### config.mk
export PLATFORM = sky130hd
export DESIGN_NAME = mem_stage_lmsm
export DESIGN_NICKNAME = d
export VERILOG_FILES = /design/src/rtl/mem_stage_lmsm.sv
export SDC_FILE = /design/constraint.sdc
export NUM_CORES = 1
export LEC_CHECK = 0
export ABC_CLOCK_PERIOD_IN_PS = 3400
export BUFFER_PORTS_ARGS = -buffer_cell sky130_fd_sc_hd__buf_2
export CORE_MARGIN = 5
export CORE_UTILIZATION = 36
export DETAILED_ROUTE_END_ITERATION = 8
export GPL_ROUTABILITY_DRIVEN = 0
export MAX_ROUTING_LAYER = met4
export PLACE_DENSITY = 0.66
export REMOVE_ABC_BUFFERS = 1
export SLEW_MARGIN = 20
export SYNTH_ARGS = -nofsm -noshare
export SYNTH_HDL_FRONTEND = slang
export SYNTH_SLANG_ARGS = --single-unit
### constraint.sdc
create_clock -name clk -period 3.4 [get_ports clk]
set_input_delay 0 -clock clk [delete_from_list [all_inputs] [get_ports clk]]
set_output_delay 0 -clock clk [all_outputs]
set_load 0.05 [all_outputs]
### src/rtl/mem_stage_lmsm.sv
// Memory stage: single-cycle LW/SW plus one-access-per-cycle LM/SM sequencing with upstream stall.
// Optional MEM_WAIT_EN adds a mem_ready input that holds any access cycle until the memory accepts it.
module mem_stage_lmsm #(
  parameter int AW = 16,
  parameter int DW = 16
) (
  input  logic          clk,
  input  logic          reset,
  input  logic          in_valid,
  input  logic [5:0]    in_op,
  input  logic [2:0]    in_regA,
  input  logic [AW-1:0] in_addr,
  input  logic [DW-1:0] in_sdata,
  input  logic [7:0]    in_list,
  input  logic [1:0]    in_ccr,
  output logic [2:0]    rf_raddr,
  input  logic [DW-1:0] rf_rdata,
  output logic [AW-1:0] mem_addr,
  output logic [DW-1:0] mem_wdata,
  output logic          mem_we,
  output logic          mem_re,
  input  logic [DW-1:0] mem_rdata,
`ifdef MEM_WAIT_EN
  input  logic          mem_ready,
`endif
  output logic          stall,
  output logic          wb_valid,
  output logic [2:0]    wb_reg,
  output logic [DW-1:0] wb_data,
  output logic          ccr_we,
  output logic [1:0]    ccr_val,
  output logic [1:0]    dbg_state
);

  typedef enum logic [1:0] {IDLE = 2'd0, LM_RUN = 2'd1, SM_RUN = 2'd2} state_t;

  state_t        state_q, state_d;
  logic [7:0]    list_q, list_d;
  logic [AW-1:0] addr_q, addr_d;
  logic          rd_pend_q, rd_pend_d;
  logic          rd_lw_q, rd_lw_d;
  logic [2:0]    rd_reg_q, rd_reg_d;
  logic          carry_q, carry_d;

  logic          rdy;
  logic          do_seq, seq_sm;
  logic [7:0]    cur_list, rest;
  logic [AW-1:0] cur_addr;
  logic [2:0]    k;
  logic          unused_ok;

`ifdef MEM_WAIT_EN
  assign rdy = mem_ready;
`else
  assign rdy = 1'b1;
`endif

  assign unused_ok = ^{in_op[1:0], in_ccr[1]};

  // In IDLE the sequence is serviced straight from the ex_mem register.
  assign cur_list = (state_q == IDLE) ? in_list : list_q;
  assign cur_addr = (state_q == IDLE) ? in_addr : addr_q;
  assign rest     = cur_list & (cur_list - 8'd1);

  always_comb begin
    k = 3'd0;
    for (int i = 7; i >= 0; i--) begin
      if (cur_list[i]) k = 3'(i);
    end
  end

  always_comb begin
    state_d   = state_q;
    list_d    = list_q;
    addr_d    = addr_q;
    rd_pend_d = 1'b0;
    rd_lw_d   = 1'b0;
    rd_reg_d  = 3'd0;
    carry_d   = carry_q;
    mem_addr  = '0;
    mem_wdata = '0;
    mem_we    = 1'b0;
    mem_re    = 1'b0;
    rf_raddr  = 3'd0;
    stall     = 1'b0;
    do_seq    = 1'b0;
    seq_sm    = 1'b0;
    if (!reset) begin
      unique case (state_q)
        IDLE: begin
          if (in_valid) begin
            unique case (in_op[5:2])
              4'b0100: begin
                mem_re   = 1'b1;
                mem_addr = in_addr;
                stall    = !rdy;
                if (rdy) begin
                  rd_pend_d = 1'b1;
                  rd_lw_d   = 1'b1;
                  rd_reg_d  = in_regA;
                  carry_d   = in_ccr[0];
                end
              end
              4'b0101: begin
                mem_we    = 1'b1;
                mem_addr  = in_addr;
                mem_wdata = in_sdata;
                stall     = !rdy;
              end
              4'b0110, 4'b0111: begin
                do_seq = (in_list != 8'd0);
                seq_sm = in_op[2];
              end
              default: ;
            endcase
          end
        end
        LM_RUN: do_seq = 1'b1;
        SM_RUN: begin
          do_seq = 1'b1;
          seq_sm = 1'b1;
        end
        default: state_d = IDLE;
      endcase
    end
    if (do_seq) begin
      mem_addr = cur_addr;
      if (seq_sm) begin
        mem_we    = 1'b1;
        rf_raddr  = k;
        mem_wdata = rf_rdata;
      end else begin
        mem_re = 1'b1;
      end
      // The final access of a sequence releases the pipeline in its own cycle.
      stall = !rdy || (rest != 8'd0);
      if (rdy) begin
        list_d = rest;
        addr_d = cur_addr + AW'(1);
        if (!seq_sm) begin
          rd_pend_d = 1'b1;
          rd_reg_d  = k;
        end
        if (rest == 8'd0) state_d = IDLE;
        else              state_d = seq_sm ? SM_RUN : LM_RUN;
      end
    end
  end

  always_ff @(posedge clk) begin
    if (reset) begin
      state_q   <= IDLE;
      list_q    <= 8'd0;
      addr_q    <= '0;
      rd_pend_q <= 1'b0;
      rd_lw_q   <= 1'b0;
      rd_reg_q  <= 3'd0;
      carry_q   <= 1'b0;
    end else begin
      state_q   <= state_d;
      list_q    <= list_d;
      addr_q    <= addr_d;
      rd_pend_q <= rd_pend_d;
      rd_lw_q   <= rd_lw_d;
      rd_reg_q  <= rd_reg_d;
      carry_q   <= carry_d;
    end
  end

  // Read data arrives the cycle after the strobe, so write-back uses it directly.
  assign wb_valid  = rd_pend_q;
  assign wb_reg    = rd_reg_q;
  assign wb_data   = rd_pend_q ? mem_rdata : '0;
  assign ccr_we    = rd_lw_q;
  assign ccr_val   = rd_lw_q ? {(mem_rdata == '0), carry_q} : 2'b00;
  assign dbg_state = state_q;

endmodule

==> results.tsv <==
metric	value	unit
Synth Area in Adders	2.48	%
Worst R2R Setup Slack	0.67	ns
largest family of logic cells by synthesized area	simple AND/OR/NAND/NOR gates	
drt drc	0	
Ys Warns	0	
Synth Instances	406	
synthesized area per cell	7.22	µm²
Crit. Startpoint	dbg_state[0]	
synthesized flop and latch total	31	
CTS Root Cell	clkbuf_8	
Reg clk slew, reported paths	0.08	ns
RR Startpoint	dbg_state[0]	
initial DRC count	126	
H-tree depth	2	
post-DR wirelength/cell	15.2	µm
Setup Viol. Count Final	0	
diode count	0	
Hold Path Class	input port to flop	
CTS Buf Count	5	
clk sinks	31	
Crit. End Element	output port	
FP Rows	33	
Seq/Total Area, Yosys	21.2	%
Post-DRT Antenna Nets	0	
Routed WL	9920	µm
vias per cell	5.53	
Required @ worst endpoint	3.40	ns
clk_skew	0.00668	ns
largest net degree at the start of global routing	50	
CP Max Fanout	20	
Layout Nets	636	
vias in the first global route	3312	
Die Y	100	µm
IO Pins	149	
CP Class	flop to output port	
Via Count	3601	
Synth cell types	65	
Clock Tree Buf Depth	2	
synthesis-to-finish area growth	32.9	%
HP Start	in_list[7]	
max cap viols	0	
initial cell density of the core	36.2	%
number of synthesized flops with an enable pin	0	
mux contribution to synthesized area	5.68	%
Compound-Gate Fraction of Synth Area	28.1	%
post-route minimum period	2.99	ns
area leader, netlist	dfxtp_1	
die width	100	µm
Slew Limit Headroom	44.9	%
CTS tree	done	
XOR/XNOR Fraction of Synth Area	2.69	%
Synth Cell Area	2930	µm²
Post-CTS Setup Inserts	0	
die area	10000	µm²
port bufs	145	
Max Fclk	335	MHz
register share of total power	24.9	%
post-DP HPWL	7610	µm
worst slew pin tran	0.823	ns
peak supply drop	283	µV
global-route wire length before repair	15800	µm
Sum Neg Setup Slack	0	ns
DRT Pass-1 Iters	4	
Final Max Tran Viols	0	
status	finished clean	
final worst-path cycle share	87.9	%
Skew-Pair Late Insertion Delay	0.30	ns
pwr dens	553	nW/µm²
max reg flops	16	
Arr. time, crit path	2.99	ns
P_int	1.08	mW
clock power share	18.5	%
Startpoint Class	flop	
Post-synth ARST share	0	%
Yosys top cell area share	21.2	%
Design Power	2.15	mW
initial antenna violation count	0	
All-Layer GR Usage	19.5	%
Comb pwr share	56.6	%
FILL cells	836	
RSZ-0062 raised after global routing	no	
layout cells sized above 1	32.4	%
Sw Pwr	1.08	mW
main area contributors after synthesis	dfxtp_1, nand3_1, o21ai_1, nand2_1, a22o_1	
Main synth FF type	dfxtp_1	
grt ovf	0	
Hold Violations, Final	0	
core footprint	8090	µm²
Synth Area in Simple Gates	32.8	%
leak pwr	1.91	nW
Sw Share	50.1	%
[metal layers]
| metal | vias to the layer above | GRT usage (%) | share of wire (%) |
|---|---|---|---|
| li1 | 1781 | - | - |
| met1 | 1656 | 23.8 | 42 |
| met2 | 155 | 33.3 | 49 |
| met3 | 9 | 4.17 | 8.9 |
| met4 | 0 | 3.52 | 0.66 |
| met5 | - | - | 0 |
[path summary, 6_finish.rpt]
check,to,cells after the start
worst min register to register,addr_q[1],2
worst min-delay path,list_q[7],3
worst max register to register,addr_q[15],8
worst max-delay path,mem_addr[11],9
[power by group through the flow]
stage / logic, mW / clock network [mW] / registers [mW]
2_1_floorplan: 0.867 / 0 / 0.561
3_3_place_gp: 1.19 / 0 / 0.540
3_5_place_dp: 1.21 / 0 / 0.543
4_1_cts: 1.22 / 0.402 / 0.536
5_1_grt: 1.33 / 0.425 / 0.554
6_report: 1.22 / 0.398 / 0.537
[kinds of logic (layout without fill, tap and decap cells)]
group / Yosys count / count (layout)
AOI/OAI and AO/OA: 122 / 122
adders and majority gates: 6 / 6
xor gates and xnor gates: 9 / 9
muxes: 16 / 16
DFF: 31 / 31
buffers and inverters: 48 / 188
and+or+nand+nor: 174 / 174
[final cells by class]
type | count | area (µm²) | share of cell area, %
Multi-Input combinational cell | 327 | 2120 | 54.3
Tap cell | 105 | 131 | 3.37
Clock inverter | 2 | 35.0 | 0.899
Timing Repair Buffer | 155 | 816 | 20.9
Inverter | 25 | 93.8 | 2.41
Sequential cell | 31 | 621 | 15.9
Clock buffer | 6 | 82.6 | 2.12
[cell usage after synthesis (3+ instances only)]
cell type	count
a21o_1	5
a21oi_1	14
a22o_1	13
a22oi_1	4
a31oi_1	6
and2_1	18
and3_1	3
buf_1	3
buf_2	7
clkbuf_1	10
dfxtp_1	31
ha_1	5
inv_1	25
mux2_2	5
mux2i_1	11
nand2_1	31
nand2b_1	4
nand3_1	45
nand3b_1	4
nand4_1	6
nand4b_1	6
nor2_1	22
nor3_1	11
nor4_1	4
o21ai_0	11
o21ai_1	40
o31ai_1	5
or3_1	3
xor2_1	7
[worst max-delay path: stages, from the launching register on]
cell and delay (ns):
dfxtp_1 0.34, inv_1 0.11, ha_2 0.25, buf_4 0.28, nand4b_4 0.17, a2111oi_4 0.54, nor2_2 0.09, mux2_2 0.43
a22o_1 0.19, buf_2 0.26
[layout by cell type (no fill, tap or decap), types with 3 or more instances in the layout]
master         instances
a21o_1                 5
a21oi_1               14
a22o_1                13
a22oi_1                4
a31oi_1                6
and2_1                18
and3_1                 3
buf_2                145
buf_4                  4
clkbuf_8               6
dfxtp_1               31
dlygate4sd3_1          6
ha_1                   4
inv_1                 25
mux2_2                 5
mux2i_1               11
nand2_1               31
nand2b_1               4
nand3_1               45
nand3b_1               4
nand4_1                6
nand4b_1               6
nor2_1                22
nor3_1                11
nor4_1                 4
o21ai_0               11
o21ai_1               39
o31ai_1                5
or3_1                  3
xor2_1                 7
[repair_timing]
action                    in CTS  in global routing
hold endpoints to repair       6                  0
hold buffers                   6                  0
gates resized for setup        0                  0
[metrics by stage]
stage,hold WS [ns],utilization [%],instance area [µm²],worst slack (ns),std cells
after floorplan,0.0691,-,2820,-1.24,383
after global placement,0.238,45.8,3710,0.670,637
after detailed placement,0.245,45.9,3720,0.683,637
after CTS,0.00843,48.1,3890,0.401,651
after global routing,0.0329,48.1,3890,0.238,651
final,0.0113,48.1,3890,0.413,651
Power figures use the tool's default switching activity.
